### src/rtl/mano_pkg.sv
// mano_pkg: shared widths and instruction field positions for the timing/control slice
package mano_pkg;
  localparam int WORD_W  = 16;
  localparam int SC_W    = 3;
  localparam int T_N     = 8;
  localparam int OPC_HI  = 14;
  localparam int OPC_LO  = 12;
  localparam int IND_BIT = 15;
  typedef logic [WORD_W-1:0] word_t;
endpackage

### src/rtl/decoder_3to8.sv
// decoder_3to8: enabled 3-bit to 8-bit one-hot decoder
module decoder_3to8 (
  input  logic [2:0] i_sel,
  input  logic       i_en,
  output logic [7:0] o_dec
);
  always_comb o_dec = i_en ? 8'(8'd1 << i_sel) : 8'h00;
endmodule

### src/rtl/seq_timing_ctrl.sv
// seq_timing_ctrl: run flag, sequence counter and instruction register with T/D decode
module seq_timing_ctrl
  import mano_pkg::*;
(
  input  logic              CLK,
  input  logic              RST_N,
  input  logic              START,
  input  logic              HLT,
  input  logic              SC_CLR,
  input  logic              IR_LD,
  input  logic [WORD_W-1:0] MEM_DATA,
  output logic [T_N-1:0]    T,
  output logic [T_N-1:0]    D,
  output logic              I,
  output logic [WORD_W-1:0] IR,
  output logic [SC_W-1:0]   SC,
  output logic              S
);
  logic              r_s;
  logic [SC_W-1:0]   r_sc;
  word_t             r_ir;
  logic [2:0]        w_opc;
  always_ff @(posedge CLK or negedge RST_N)
    if (!RST_N) begin
      r_s  <= 1'b0;
      r_sc <= '0;
      r_ir <= '0;
    end else begin
      r_s  <= HLT ? 1'b0 : START ? 1'b1 : r_s;
      r_sc <= SC_CLR ? '0 : r_s ? r_sc + 1'b1 : r_sc;
      if (IR_LD && r_s) r_ir <= MEM_DATA;
    end
  always_comb begin
    w_opc = r_ir[OPC_HI:OPC_LO];
    S     = r_s;
    SC    = r_sc;
    IR    = r_ir;
    I     = r_ir[IND_BIT];
  end
  decoder_3to8 u_t_dec (.i_sel(r_sc),  .i_en(r_s),  .o_dec(T));
  decoder_3to8 u_d_dec (.i_sel(w_opc), .i_en(1'b1), .o_dec(D));
endmodule
### config.mk
export PLATFORM = sky130hd
export DESIGN_NAME = seq_timing_ctrl
export DESIGN_NICKNAME = d
export VERILOG_FILES = /design/src/rtl/mano_pkg.sv /design/src/rtl/decoder_3to8.sv /design/src/rtl/seq_timing_ctrl.sv
export SDC_FILE = /design/constraint.sdc
export NUM_CORES = 1
export LEC_CHECK = 0
export CORE_MARGIN = 1.5
export CORE_UTILIZATION = 34
export DETAILED_ROUTE_END_ITERATION = 10
export HOLD_SLACK_MARGIN = 0.02
export PLACE_DENSITY = 0.76
export SKIP_LAST_GASP = 1
export SYNTH_ARGS = -nofsm -noshare
export SYNTH_HDL_FRONTEND = slang
export SYNTH_SLANG_ARGS = --single-unit
export TNS_END_PERCENT = 10
### constraint.sdc
create_clock -name CLK -period 1.4 [get_ports CLK]
set_input_delay 0.42 -clock CLK [delete_from_list [all_inputs] [get_ports CLK]]
set_output_delay 0.42 -clock CLK [all_outputs]
set_load 0.02 [all_outputs]
==> results.txt, run 1 <==
----------------------------------------------------
[Clocking]
  Clock tree from TritonCTS ... done
  CTS H-tree depth ... 1
  Root buffer cell ... clkbuf_4
  CTS clock-pin slew for the worst setup and hold paths ... ~110 ps
  Clock latency on the worst-skew pair ... 290 ps
  Clk buf depth ... 2
  Clock tree sinks ... 20
  Number of CTS-inserted buffers ... 3

[Global route]
  First-pass GRT wire length ... approximately 3700 um
  Total overflow reported by the global router ... 0
  Total routing usage reported by global routing ... 14.14%
  Number of antenna violations at the first check in global routing ... 0
  Number of global-route vias before repair ... about 850
  Pin count of the biggest net entering global routing ... 21

[Routing]
  Final routed wire length divided by cell count ... roughly 13 um
  Starting DRC count in detailed routing ... 12
  Iteration count of the initial detailed-routing pass ... 9
  DRC ... 4
  Vias ... 830
  Number of vias per cell ... 4.743
  ANT nets after route ... 0
  Aggregate routed wire length ... 2266 um

[Status]
  Run status ... finished, violations left
  Failing checks ... design-rule violations, negative setup slack

[Place]
  Placed standard-cell area ... 1680 um^2
  Count of buffers from port buffering ... 58
  Half-perimeter wire length after detailed placement ... roughly 1800 um
  Placer Congestion ... roughly 0.77

[Floorplan]
  Area of the die ... ~3300 um^2
  Effective utilization at floorplan ... between 30 and 40%
  Chip Height ... just under 60 um
  Placeable core region ... roughly 2800 um^2
  Die Width ... between 50 and 60 um
  FP Rows ... 19
  Number of top-level pins ... 59

[Setup path]
  Worst flop-to-flop path endpoint ... IR[3]$_DFFE_PN0P_
  Worst setup path category ... reg -> out
  Signal arrival time at the worst endpoint ... between 1000 and 1500 ps
  Reg2reg setup slack ... between 100 and 150 ps
  Critical register-to-register path startpoint ... S$_DFFE_PN0P_
  Maximum fanout along the worst path ... 4
  Critical Path End Type ... primary output
  Critical Path Source Type ... flip-flop
  Length in cells of the worst reg-to-reg path ... 3
  Worst EP required ... a little under 1000 ps

[Yosys]
  Syn_area_per_cell ... 13.61 um^2
  Post-synthesis instance total ... 75
  Count of cell types in the netlist ... 20
  Post-synth net total ... 103
  Post-synthesis sequential area ratio ... between 40% and 50%
  Total of warnings raised by yosys ... 0
  Mapped Area ... roughly 1000 um^2
  Number of flip-flops and latches in the synthesized netlist ... 20

[STA]
  Number of endpoints with negative hold slack in the final report ... 0
  Final worst slack ... -383.0 ps
  Post-route clock period utilization ... 127.4%
  Min Tclk post-route ... 1783 ps
  Upper clock frequency limit ... about 0.56 GHz
  Setup repair after global routing missed its margin ... true
  Setup violators final ... 37
  Total count of max-transition violations in the final report ... 0
  Least-Margin Pin Slew ... about 240 ps
  Maximum clock skew at final layout ... around 5.4 ps
  Headroom to the max-slew limit ... approximately 84%
  Fin Setup TNS ... -10940 ps

[Cells and area]
  Area of all placed cells without fillers ... 1783 um^2
  Net count of the finished layout ... 173
  Relative area change from synthesis to final layout ... 74.63%
  Fraction of layout instances using a drive strength above 1 ... roughly two fifths
  Commonest cells after routing, fill and taps aside ... 35 x clkdlybuf4s50_1, 15 x dfrtp_1, 13 x dlygate4sd2_1, 10 x mux2_4, 10 x buf_4
  Number of antenna cells inserted ... 0
  Most common library cell in the layout ignoring fill and taps ... clkdlybuf4s50_1

[Job]
  Maximum capacitance violations ... 0

[Hold path]
  Type of the most critical hold path ... in -> async

[Power and ir drop]
  Largest vdd supply drop ... just over 0.7 mV
  Leakage power ... around 0.86 nW
  Total power density per cell area ... ~1100 nW/um^2

----------------------------------------------------
==> how the worst max path moves through the flow <==
stage,from,cells after the start,end,slack (ps)
finish,SC[0]$_DFFE_PN0P_,4,T[3],-380
detailed placement,SC[0]$_DFFE_PN0P_,4,T[3],-490
CTS,SC[0]$_DFFE_PN0P_,4,T[1],-400
floorplan,IR[12]$_DFFE_PN0P_,1,D[1],-130
global route,SC[0]$_DFFE_PN0P_,4,T[3],-430
global placement,SC[0]$_DFFE_PN0P_,4,T[3],-470
==> cell type report <==
type,count,area [um^2]
clock buffer,3,22.52
clock inverter,1,30.03
inverter,3,11.26
tap,31,38.79
timing repair buffer,69,640.6
fill,242,1022
sequential,20,506.7
multi-input combinational,48,533.0
==> synthesized netlist by cell type <==
master,number,area [um^2]
dfrtp_1,20,500.5
mux2_4,10,150.1
and3_1,7,43.79
ha_1,6,75.07
mux2_2,6,67.56
nor2_1,6,22.52
inv_1,3,11.26
nor3b_1,3,22.52
and2_1,2,12.51
and3b_1,2,17.52
a211oi_1,1,7.510
buf_12,1,20.02
buf_4,1,7.510
buf_6,1,11.26
clkbuf_1,1,3.750
mux2i_1,1,10.01
nand2_1,1,3.750
nand2_8,1,20.02
nor3_1,1,5.000
xnor2_1,1,8.760
==> routing by layer <==
metal  vias up  part of all wire, %  global-route usage (%)
li1        392                    -                       -
met2        47                   51                   26.14
met4         0                    0                   2.990
met5         -                    0                       0
met1       391                   37                   15.71
met3         0                   12                   4.688
==> kinds of logic after synthesis <==
family / share of synthesized area [%]
AND/OR/NAND/NOR: 14.46
flip-flops: 49.02
multiplexers: 22.30
buffers and inverters: 5.269
adder cells (fa/ha/maj): 7.353
AO/OA/AOI/OAI: 0.7356
XOR/XNOR: 0.8580
==> where the power goes <==
part	switching [mW]	internal [mW]
Clock	0.165	0.289
Combinational	0.348	0.434
Sequential	0.0953	0.680
Total	0.608	1.40
==> metrics by stage <==
step           total power [mW]  cells  setup slack (ps)  utilization, %  hold slack, ps
2_1_floorplan             1.166     75            -127.8               -           124.4
3_3_place_gp              1.578    170            -471.0           59.90           488.4
3_5_place_dp              1.597    170            -491.1           59.90           491.2
4_1_cts                   2.021    174            -401.8           61.33           466.6
5_1_grt                   2.114    175            -433.4           63.56           474.5
6_report                  2.012    175            -383.0           63.56           464.6
==> flip-flops by register name (all words and copies together) (netlist names) <==
register and flops:
S 1, IR 16, SC 3
==> critical path: stages, from the launching register on <==
cell	delay, ps
dfrtp_2	470
ha_4	190
ha_4	150
and2_4	150
buf_6	120
==> timing repair <==
action                                  4_1_cts  5_1_grt
buffers inserted                              0        1
endpoints found under the setup margin       37       37
pin swaps                                     1        1
hold buffers                                  0        0
gates resized for setup                      65       15
Note: power is estimated with default switching activity, not from simulation.
==> inputs of run 2 (changes only) <==
--- a/config.mk
+++ b/config.mk
@@ -7,6 +7,7 @@
 export LEC_CHECK = 0
 export CORE_MARGIN = 1.5
 export CORE_UTILIZATION = 34
+export CTS_CLUSTER_SIZE = 8
 export DETAILED_ROUTE_END_ITERATION = 10
 export HOLD_SLACK_MARGIN = 0.02
 export PLACE_DENSITY = 0.76
==> results of run 2 <==
No change in the layout: final DEF, timing and power equal those of run 1.
==> inputs of run 3 (changes only) <==
--- a/config.mk
+++ b/config.mk
@@ -12,6 +12,7 @@
 export HOLD_SLACK_MARGIN = 0.02
 export PLACE_DENSITY = 0.76
 export SKIP_LAST_GASP = 1
+export SLEW_MARGIN = 40
 export SYNTH_ARGS = -nofsm -noshare
 export SYNTH_HDL_FRONTEND = slang
 export SYNTH_SLANG_ARGS = --single-unit
==> results of run 3 <==
No change in the layout: final DEF, timing and power equal those of run 1.
